==> src/rtl/regfile_write_arbiter_pkg.sv <==
// Shared sizing and requester identifiers for the register-file write arbiter.
package regfile_pkg;

  localparam int DATA_W   = 32;
  localparam int ADDR_W   = 5;
  localparam int NUM_REGS = 2 ** ADDR_W;

  // Requester index: ALU writeback is port 0, load unit is port 1.
  typedef enum logic {
    REQ_ALU = 1'b0,
    REQ_LSU = 1'b1
  } req_id_e;

endpackage

==> src/rtl/regfile_write_arbiter_if.sv <==
// Writeback request handshakes and the register-file write port.
interface regfile_write_arbiter_if #(
  parameter int DATA_W = regfile_pkg::DATA_W,
  parameter int ADDR_W = regfile_pkg::ADDR_W
);

  logic              req0_valid;
  logic [ADDR_W-1:0] req0_addr;
  logic [DATA_W-1:0] req0_data;
  logic              req0_ready;

  logic              req1_valid;
  logic [ADDR_W-1:0] req1_addr;
  logic [DATA_W-1:0] req1_data;
  logic              req1_ready;

  logic              rf_we;
  logic [ADDR_W-1:0] rf_waddr;
  logic [DATA_W-1:0] rf_wdata;

  // Arbiter side.
  modport slave (
    input  req0_valid, req0_addr, req0_data,
    input  req1_valid, req1_addr, req1_data,
    output req0_ready, req1_ready,
    output rf_we, rf_waddr, rf_wdata
  );

  // Requester / register-file side.
  modport master (
    output req0_valid, req0_addr, req0_data,
    output req1_valid, req1_addr, req1_data,
    input  req0_ready, req1_ready,
    input  rf_we, rf_waddr, rf_wdata
  );

endinterface

==> src/rtl/rr_arbiter_2.sv <==
// Two-way round-robin arbiter. The pointer names the requester that wins a
// tie; after every grant it moves to the requester that lost.
module rr_arbiter_2 (
  input  logic       clk,
  input  logic       rst_n,
  input  logic [1:0] valid,
  output logic [1:0] grant
);
  import regfile_pkg::*;

  req_id_e rr_ptr;

  // Grant the lone requester, or the pointed-to one on a tie; nothing in reset.
  always_comb begin
    grant = valid;
    if (valid == 2'b11) begin
      grant = (rr_ptr == REQ_ALU) ? 2'b01 : 2'b10;
    end
    if (!rst_n) begin
      grant = 2'b00;
    end
  end

  // Point at the non-granted requester after each transfer; hold otherwise.
  always_ff @(posedge clk or negedge rst_n) begin
    if (!rst_n) begin
      rr_ptr <= REQ_ALU;
    end else if (grant[0]) begin
      rr_ptr <= REQ_LSU;
    end else if (grant[1]) begin
      rr_ptr <= REQ_ALU;
    end
  end

endmodule

==> src/rtl/regfile_write_arbiter.sv <==
// Merges ALU and load-unit writebacks onto one register-file write port and
// tracks which registers still have an outstanding write.
module regfile_write_arbiter #(
  parameter int DATA_W = regfile_pkg::DATA_W,
  parameter int ADDR_W = regfile_pkg::ADDR_W
) (
  input  logic                   clk,
  input  logic                   rst_n,
  regfile_write_arbiter_if.slave bus,
  input  logic                   issue_valid,
  input  logic [ADDR_W-1:0]      issue_addr,
  output logic [2**ADDR_W-1:0]   pending,
  output logic                   issue_conflict
);

  logic [1:0]          grant;
  logic                xfer;
  logic [ADDR_W-1:0]   sel_addr;
  logic [DATA_W-1:0]   sel_data;
  logic [2**ADDR_W-1:0] pending_nxt;
  logic                conflict_nxt;

  rr_arbiter_2 u_arb (
    .clk   (clk),
    .rst_n (rst_n),
    .valid ({bus.req1_valid, bus.req0_valid}),
    .grant (grant)
  );

  assign bus.req0_ready = grant[0];
  assign bus.req1_ready = grant[1];
  assign xfer           = |grant;
  assign sel_addr       = grant[1] ? bus.req1_addr : bus.req0_addr;
  assign sel_data       = grant[1] ? bus.req1_data : bus.req0_data;

  // Scoreboard update: writes retire claims, new claims win a same-cycle tie.
  always_comb begin
    pending_nxt = pending;
    if (xfer) begin
      pending_nxt[sel_addr] = 1'b0;
    end
    if (issue_valid) begin
      pending_nxt[issue_addr] = 1'b1;
    end
    pending_nxt[0] = 1'b0;
    conflict_nxt = issue_valid && (issue_addr != '0) && pending[issue_addr]
                   && !(xfer && (sel_addr == issue_addr));
  end

  // Stage boundary: granted write and scoreboard become visible next cycle.
  always_ff @(posedge clk or negedge rst_n) begin
    if (!rst_n) begin
      bus.rf_we      <= 1'b0;
      bus.rf_waddr   <= '0;
      bus.rf_wdata   <= '0;
      pending        <= '0;
      issue_conflict <= 1'b0;
    end else begin
      bus.rf_we      <= xfer && (sel_addr != '0);
      if (xfer) begin
        bus.rf_waddr <= sel_addr;
        bus.rf_wdata <= sel_data;
      end
      pending        <= pending_nxt;
      issue_conflict <= conflict_nxt;
    end
  end

endmodule

==> src/flat_wrapper.sv <==
// flat-port wrapper written by rule: the top's interface ports become plain ports
module regfile_write_arbiter_flat 
#(
  parameter int DATA_W = regfile_pkg::DATA_W,
  parameter int ADDR_W = regfile_pkg::ADDR_W
)
  (clk, rst_n, issue_valid, issue_addr, pending, issue_conflict, bus_req0_valid, bus_req0_addr, bus_req0_data, bus_req1_valid, bus_req1_addr, bus_req1_data, bus_req0_ready, bus_req1_ready, bus_rf_we, bus_rf_waddr, bus_rf_wdata);
  regfile_write_arbiter_if #(.DATA_W(DATA_W), .ADDR_W(ADDR_W)) bus_i ();
  input  logic clk;
  input  logic rst_n;
  input  logic issue_valid;
  input  logic [ADDR_W-1:0] issue_addr;
  output logic [2**ADDR_W-1:0] pending;
  output logic issue_conflict;
  input wire logic [$bits(bus_i.req0_valid)-1:0] bus_req0_valid;
  input wire logic [$bits(bus_i.req0_addr)-1:0] bus_req0_addr;
  input wire logic [$bits(bus_i.req0_data)-1:0] bus_req0_data;
  input wire logic [$bits(bus_i.req1_valid)-1:0] bus_req1_valid;
  input wire logic [$bits(bus_i.req1_addr)-1:0] bus_req1_addr;
  input wire logic [$bits(bus_i.req1_data)-1:0] bus_req1_data;
  output wire logic [$bits(bus_i.req0_ready)-1:0] bus_req0_ready;
  output wire logic [$bits(bus_i.req1_ready)-1:0] bus_req1_ready;
  output wire logic [$bits(bus_i.rf_we)-1:0] bus_rf_we;
  output wire logic [$bits(bus_i.rf_waddr)-1:0] bus_rf_waddr;
  output wire logic [$bits(bus_i.rf_wdata)-1:0] bus_rf_wdata;
  assign bus_i.req0_valid = bus_req0_valid;
  assign bus_i.req0_addr = bus_req0_addr;
  assign bus_i.req0_data = bus_req0_data;
  assign bus_i.req1_valid = bus_req1_valid;
  assign bus_i.req1_addr = bus_req1_addr;
  assign bus_i.req1_data = bus_req1_data;
  assign bus_req0_ready = bus_i.req0_ready;
  assign bus_req1_ready = bus_i.req1_ready;
  assign bus_rf_we = bus_i.rf_we;
  assign bus_rf_waddr = bus_i.rf_waddr;
  assign bus_rf_wdata = bus_i.rf_wdata;
  regfile_write_arbiter #(.DATA_W(DATA_W), .ADDR_W(ADDR_W)) u_core (.clk(clk), .rst_n(rst_n), .bus(bus_i), .issue_valid(issue_valid), .issue_addr(issue_addr), .pending(pending), .issue_conflict(issue_conflict));
endmodule
==> config.mk <==
export PLATFORM = sky130hd
export DESIGN_NAME = regfile_write_arbiter_flat
export DESIGN_NICKNAME = d
export VERILOG_FILES = /design/src/rtl/regfile_write_arbiter_pkg.sv /design/src/rtl/regfile_write_arbiter_if.sv /design/src/rtl/rr_arbiter_2.sv /design/src/rtl/regfile_write_arbiter.sv /design/src/flat_wrapper.sv
export SDC_FILE = /design/constraint.sdc
export NUM_CORES = 1
export LEC_CHECK = 0
export BUFFER_PORTS_ARGS = -buffer_cell sky130_fd_sc_hd__buf_2
export CAP_MARGIN = 20
export CORE_MARGIN = 8
export CORE_UTILIZATION = 32
export CTS_CLUSTER_DIAMETER = 120
export CTS_CLUSTER_SIZE = 20
export DETAILED_ROUTE_END_ITERATION = 6
export PLACE_DENSITY = 0.65
export SLEW_MARGIN = 20
export SYNTH_ARGS = -nofsm -noshare
export SYNTH_HDL_FRONTEND = slang
export SYNTH_SLANG_ARGS = --single-unit
==> constraint.sdc <==
create_clock -name clk -period 1.63 [get_ports clk]
set_input_delay 0.326 -clock clk [delete_from_list [all_inputs] [get_ports clk]]
set_output_delay 0.326 -clock clk [all_outputs]
set_load 0.01 [all_outputs]
==> impl_metrics.ini, run 1 <==
[floorplan]
dieHeight_um = 125
row_count = 39
core-area_mm2 = 0.0115
dieArea_mm2 = 0.0155
pin_count = 157
die_w_um = 125
initial_utilization_pct = 32.9

[pwr]
power_frac_comb_pct = 30.2
p_sw_mw = 2.01
switching_share_pct = 32.2
power_density_mw_per_mm2 = 1100
ir_worst_vdd_uv = 537
cellLeakagePower_nw = 2.59
pwr-share-seq_pct = 38.2
internal_power_mw = 4.24
clkPwrFrac_pct = 31.6

[routing]
antenna_left = 0
num_vias = 3990
viasPerCell = 5.23
wl_per_cell_um = 18.6
drt_iter0_markers = 252
first_pass_iters = 4
totalWireLength_um = 14200
drc = 0

[synth]
synth_edf_count = 0
synth_top_family_by_area = compound AO/OA/AOI/OAI gates
synth_area_leader_cell = dfrtp_1
seq_area_frac_synth_pct = 47.1
synth-compound-area-share_pct = 23.9
netlist_area_mm2 = 0.00378
synth_adder_area_share_pct = 0
synthArstFlopShare_pct = 100
synth_seq_cells = 71
synth_area_leaders = dfrtp_1 47%, nand2_1 7.9%, o31ai_1 6.2%
avgSynthCellArea_um2 = 9.01
synth_fp_nets = 503
syn_inst = 419
ys_warn_count = 0
synth_xor_area_share_pct = 0.464
synth-simple-area-share_pct = 18.1
synthFlopType = dfrtp_1
ys_types = 54
synth_top_area_share_pct = 47.1
muxShareOfSynthArea_pct = 5.70

[worst_setup_path]
crit_family = buffers and inverters
crit_buf_inv = 3
crit_chain = nand2b_4 > nand2_8 > buf_8 > mux2i_4 > buf_12 > buf_8 > o31ai_1 > o21ai_1
cp-end-kind = flip-flop
cp-start-kind = flip-flop
cp_max_fo = 10
required_ns = 1.83
critPathSlowestCell = dfrtp_1
path_class = reg2reg
crit_top_cell = buf_8
critPathMaxStageDelay_ns = 0.36
cp.arrival_ns = 1.92

[global_route]
grt_max_degree = 67
first_global_vias = 4016
antenna_found_initial = 1
grt_util_all_layers_pct = 17.6
grt_pass1_wl_um = 22000
gr-total-overflow = 0

[cells_and_area]
fin_area_mm2 = 0.00568
finalNetCount = 699
n_fill_cell = 1075
drive_above_1_share_pct = 44.1
layoutNonFillerInstCount = 763
syn2layout_area_growth_pct = 50.3

[place]
io_buffers = 155
routabilityCongestion = 0.857
hpwlAfterDp_um = 10400
post_dp_cell_area_mm2 = 0.00496
placed_cells = 736

[clocking]
cts_buffer_depth = 2
cts_htree_levels = 3
cts_tree = done
clkTransAtPathRegs_ns = 0.05
root_buffer = clkbuf_16
clkLatencyLatePin_ns = 0.33
cts.sinks = 71
cts_hold_buf = 0
cts_buffers = 9

[timing]
period_share_pct = 106
maxSlewHeadroom_pct = 59.6
worst_pin_slew_ns = 0.606
whs_ns = 0.102
setup_slack_ns = -0.0914
slew_viol_final = 0
rsz0062_at_grt = yes
finalHoldViolCount = 0
finalClockSkew_ns = 0.00651
fmax_ghz = 0.581
min_period_ns = 1.72
setup_violations = 25

[run_status]
status = complete, but fails checks
violations = setup timing

[min_path]
hp-class = in2async

[run]
cap_violations = 0
final timing paths:
path	end	startpoint	depth (start not counted)	slack (ns)
worst max-delay path	u_core.pending[28]$_DFF_PN0_	u_core.u_arb.rr_ptr$_DFFE_PN0N_	8	-0.09
worst min-delay path	u_core.u_arb.rr_ptr$_DFFE_PN0N_	rst_n	3	0.10
worst max register to register	u_core.pending[28]$_DFF_PN0_	u_core.u_arb.rr_ptr$_DFFE_PN0N_	8	-0.09
worst min register to register	u_core.bus.rf_waddr[3]$_DFFE_PN0N_	u_core.bus.rf_waddr[3]$_DFFE_PN0N_	2	0.48
max in group asynchronous	u_core.bus.rf_wdata[25]$_DFFE_PN0N_	rst_n	2	1.16
min in group clk	u_core.bus.rf_wdata[24]$_DFFE_PN0N_	bus_req1_data[24]	3	0.24
power by group through the flow:
stage	registers (mW)	logic (mW)	clock network, mW
floorplan	2.51	0.671	0
global placement	2.38	1.65	0
detailed placement	2.38	1.69	0
CTS	2.36	1.79	2.03
global route	2.43	2.05	2.10
finish	2.39	1.89	1.98
state kept, by name, summed over array words and instances, names as in the netlist:
| name | flops |
|---|---|
| u_core.issue_conflict | 1 |
| u_core.bus.rf_we | 1 |
| u_core.bus.rf_waddr | 5 |
| u_core.pending | 31 |
| u_core.u_arb.rr_ptr | 1 |
| u_core.bus.rf_wdata | 32 |
synth_stat cells, types with 2 or more instances:
library cell / count
nand3b_1: 4
o21ai_0: 29
nor2b_1: 4
nand2_1: 79
nand2b_1: 8
dfrtp_1: 71
a21o_1: 3
a31oi_1: 34
clkbuf_1: 12
inv_1: 6
nor4_1: 2
buf_6: 3
a31oi_2: 4
buf_2: 11
buf_4: 2
nor4b_1: 2
or2_2: 2
nor2_1: 39
o211ai_1: 2
mux2_2: 2
nand3_1: 4
o31ai_1: 31
a21oi_1: 9
o21ai_1: 11
and2_1: 2
a22oi_1: 2
mux2i_1: 11
nor3_1: 2
mux4_2: 2
o22ai_1: 2
cells by family after synthesis:
logic type,Yosys count
compound gates,138
simple gates,154
other cells,1
buf+inv,36
mux,17
flops,71
xor+xnor,2
final cells by class:
cell class | count | area, µm² | area share (%)
clock buffer | 11 | 253 | 4.45
antenna | 1 | 2.50 | 0.0441
multi-input combinational | 313 | 2090 | 36.9
inverter | 7 | 26.3 | 0.463
timing repair buffer | 213 | 1300 | 22.9
tap | 143 | 179 | 3.15
sequential | 71 | 1780 | 31.3
clock inverter | 4 | 45.0 | 0.793
repair_timing:
action	in CTS	in global routing
gates resized for setup	37	43
cloned	1	0
pin swaps	8	8
setup endpoints to repair	35	37
endpoints found under the hold margin	0	0
buffers inserted	9	3
metrics by stage:
stage                     TNS [ns]  setup slack (ns)  power [mW]  utilization, %
final                        -1.20           -0.0914        6.26            49.5
after global placement       -6.37            -0.242        4.03            43.3
after detailed placement     -8.36            -0.293        4.07            43.3
after CTS                   -0.807           -0.0600        6.17            47.6
after floorplan                  0           0.00165        3.18               -
after global routing         -3.39            -0.239        6.57            49.5
worst register-to-register path: cells and delay by family, from the launching register on:
family	cells	cell delay (ns)
multiplexers	1	0.20
AO/OA/AOI/OAI	2	0.35
flip-flops	1	0.36
AND/OR/NAND/NOR	2	0.24
buffers and inverters	3	0.45
cell usage in the layout (no fill, tap or decap), drive strengths merged, types with 2 or more instances in the layout:
| master | n |
|---|---|
| nor2 | 39 |
| a21oi | 9 |
| dfrtp | 71 |
| nor4b | 2 |
| buf | 213 |
| or2 | 2 |
| nor3 | 2 |
| o31ai | 31 |
| mux2i | 12 |
| a22oi | 2 |
| nand3b | 4 |
| inv | 7 |
| o21ai | 40 |
| clkinv | 3 |
| nor2b | 4 |
| mux2 | 4 |
| nand2 | 81 |
| o211ai | 2 |
| nor4 | 2 |
| o22ai | 2 |
| a21o | 3 |
| and2 | 2 |
| nand3 | 4 |
| clkbuf | 11 |
| nand2b | 8 |
| a31oi | 38 |
| mux4 | 2 |
per-layer routing:
metal	part of all wire, %	vias to the layer above	global-route usage, %
li1	-	1914	-
met1	41	1945	21.1
met2	52	117	30.1
met3	5.8	14	3.74
met4	1.7	0	6.87
met5	0	-	0
Note: power is estimated with default switching activity, not from simulation.
==> run 2, diff against run 1 <==
--- a/config.mk
+++ b/config.mk
@@ -13,6 +13,7 @@
 export CTS_CLUSTER_SIZE = 20
 export DETAILED_ROUTE_END_ITERATION = 6
 export PLACE_DENSITY = 0.65
+export REMOVE_ABC_BUFFERS = 1
 export SLEW_MARGIN = 20
 export SYNTH_ARGS = -nofsm -noshare
 export SYNTH_HDL_FRONTEND = slang
==> run 2 against run 1 <==
The flow still finishes with violations (setup timing). Via count increased by 2.0%. Final cell count down 0.66%. Sequential cell count did not move. Non-clock buffer count decreased by 5. Utilization barely moved. Fmax rose by 0.85%. Setup slack improved by 0.015 ns. Wire length increased by 0.93%. Final area barely moved. Sequential share of layout area is essentially flat. Critical path type unchanged.
==> impl_metrics.ini, run 2 (synthesis gave the netlist of run 1 again) <==
[clocking]
cts_buffer_depth = 2
cts.sinks = 71
clkTransAtPathRegs_ns = 0.06
cts_buffers = 9
clkLatencyLatePin_ns = 0.33
cts_tree = done
root_buffer = clkbuf_16
cts_htree_levels = 3

[worst_setup_path]
crit_buf_inv = 1
cp_max_fo = 8
required_ns = 1.83
path_class = reg2reg
rrSetupSlack_ns = -0.08
worst-r2r-cell-count = 6
crit_family = flip-flops
cp-start-kind = flip-flop
cp-end-kind = flip-flop
cp.arrival_ns = 1.90
r2r_end = u_core.pending[11]$_DFF_PN0_
crit_chain = nand2b_4 > nand2_4 > buf_12 > mux2_4 > o31ai_1 > o21ai_1
cp.depth = 6
reg2reg_from = u_core.u_arb.rr_ptr$_DFFE_PN0N_
startpoint = u_core.u_arb.rr_ptr$_DFFE_PN0N_
critPathMaxStageDelay_ns = 0.42
critPathSlowestCell = dfrtp_1

[floorplan]
pin_count = 157
core-area_mm2 = 0.0115
die_w_um = 125
initial_utilization_pct = 32.9
row_count = 39
dieArea_mm2 = 0.0155
dieHeight_um = 125

[place]
io_buffers = 155
post_dp_cell_area_mm2 = 0.00492
hpwlAfterDp_um = 10200
routabilityCongestion = 0.884

[routing]
drt_iter0_markers = 266
antenna_left = 0
drc = 0
num_vias = 4071
viasPerCell = 5.37
totalWireLength_um = 14400
first_pass_iters = 5
wl_per_cell_um = 18.9

[pwr]
power_frac_comb_pct = 30.6
power_density_mw_per_mm2 = 1060
internal_power_mw = 4.02
finalPower_mw = 6.03
clkPwrFrac_pct = 29.4
pwr-share-seq_pct = 40.0
ir_worst_vdd_uv = 519
switching_share_pct = 33.3
p_sw_mw = 2.01
cellLeakagePower_nw = 2.57

[cells_and_area]
final_common_cell = buf_2
seq_area_mm2 = 0.00178
drive_above_1_share_pct = 44.6
syn2layout_area_growth_pct = 50.2
n_fill_cell = 1060
biggestRegsByFlops = u_core.bus.rf_wdata (32), u_core.pending (31), u_core.bus.rf_waddr (5)
regMostFlops = u_core.bus.rf_wdata
final_util_pct = 49.5
multiInputGateArea_mm2 = 0.00214
final_cell_mix = 153 x buf_2, 79 x nand2_1, 71 x dfrtp_1
largest_reg_flops = 32
finalNetCount = 694
fin_area_mm2 = 0.00567

[run_status]
violations = setup timing
status = complete, but fails checks

[run]
cap_violations = 0

[timing]
setup_violations = 31
slew_viol_final = 0
fmax_ghz = 0.586
period_share_pct = 105
finalHoldViolCount = 0
finalClockSkew_ns = 0.00929
rsz0062_at_grt = yes
setup_slack_ns = -0.0769
worst_pin_slew_ns = 0.781
min_period_ns = 1.71
maxSlewHeadroom_pct = 47.9

[global_route]
grt_pass1_wl_um = 21600
grt_util_all_layers_pct = 17.1
antenna_found_initial = 2
gr-total-overflow = 0
first_global_vias = 4044
grt_max_degree = 65

[min_path]
hp-class = in2async
==> run 2: cell types whose count changed in the layout (fill, tap and decap cells not counted), sizes merged <==
| cell | delta |
|---|---|
| bufinv | -1 |
| clkbuf | +1 |
| clkinvlp | +1 |
| dlygate4sd3 | +1 |
| buf | -7 |
==> run 2: layout make-up <==
type | instances | share of cell area, %
clock inverter | 4 | 0.397
tap | 143 | 3.15
inverter | 7 | 0.463
clock buffer | 11 | 4.28
multi-input combinational | 313 | 37.6
sequential | 71 | 31.3
antenna | 1 | 0.0441
timing repair buffer | 208 | 22.7
==> run 2: worst reg2reg max path, stage by stage (launching register included) <==
cell	delay, ns
dfrtp_1	0.42
nand2b_4	0.17
nand2_4	0.08
buf_12	0.14
mux2_4	0.40
o31ai_1	0.25
o21ai_1	0.11
==> run 2: power by group through the flow <==
stage / clock network, mW / logic [mW] / registers [mW]
3_5_place_dp: 0 / 1.62 / 2.39
6_report: 1.77 / 1.85 / 2.41
2_1_floorplan: 0 / 0.616 / 2.51
3_3_place_gp: 0 / 1.58 / 2.38
4_1_cts: 1.81 / 1.68 / 2.37
5_1_grt: 1.90 / 1.99 / 2.46
==> run 2: metal layers <==
metal / routed length [µm] / GRT usage, % / vias to the layer above
met5: 12 / 0 / -
met4: 336 / 8.15 / 2
met3: 959 / 4.17 / 26
met2: 7310 / 28.6 / 178
met1: 5740 / 20.0 / 1962
li1: - / - / 1903
==> run 2: what timing repair did <==
action | CTS | global route
hold endpoints to repair | 1 | 0
buffers inserted | 3 | 6
pin swaps | 3 | 13
gates resized for setup | 24 | 61
setup endpoints to repair | 35 | 34
cloned | 1 | 1
hold buffers | 1 | 0
==> run 2: worst max path at each step <==
| stage | slack, ns | endpoint |
|---|---|---|
| 2_1_floorplan | -0.83 | u_core.pending[10]$_DFF_PN0_ |
| 3_3_place_gp | -0.15 | u_core.pending[12]$_DFF_PN0_ |
| 3_5_place_dp | -0.20 | u_core.pending[25]$_DFF_PN0_ |
| 4_1_cts | -0.03 | u_core.pending[10]$_DFF_PN0_ |
| 5_1_grt | -0.13 | u_core.pending[2]$_DFF_PN0_ |
| 6_report | -0.08 | u_core.pending[11]$_DFF_PN0_ |
==> run 2: through the flow <==
| step | setup TNS, ns | hold WS, ns | worst slack (ns) | cells |
|---|---|---|---|---|
| 3_5_place_dp | -5.86 | 0.259 | -0.203 | 731 |
| 3_3_place_gp | -3.61 | 0.257 | -0.152 | 731 |
| 5_1_grt | -2.78 | 0.0988 | -0.128 | 758 |
| 6_report | -0.925 | 0.0841 | -0.0769 | 758 |
| 2_1_floorplan | -22.04 | 0.0304 | -0.830 | 390 |
| 4_1_cts | -0.175 | 0.0765 | -0.0298 | 750 |
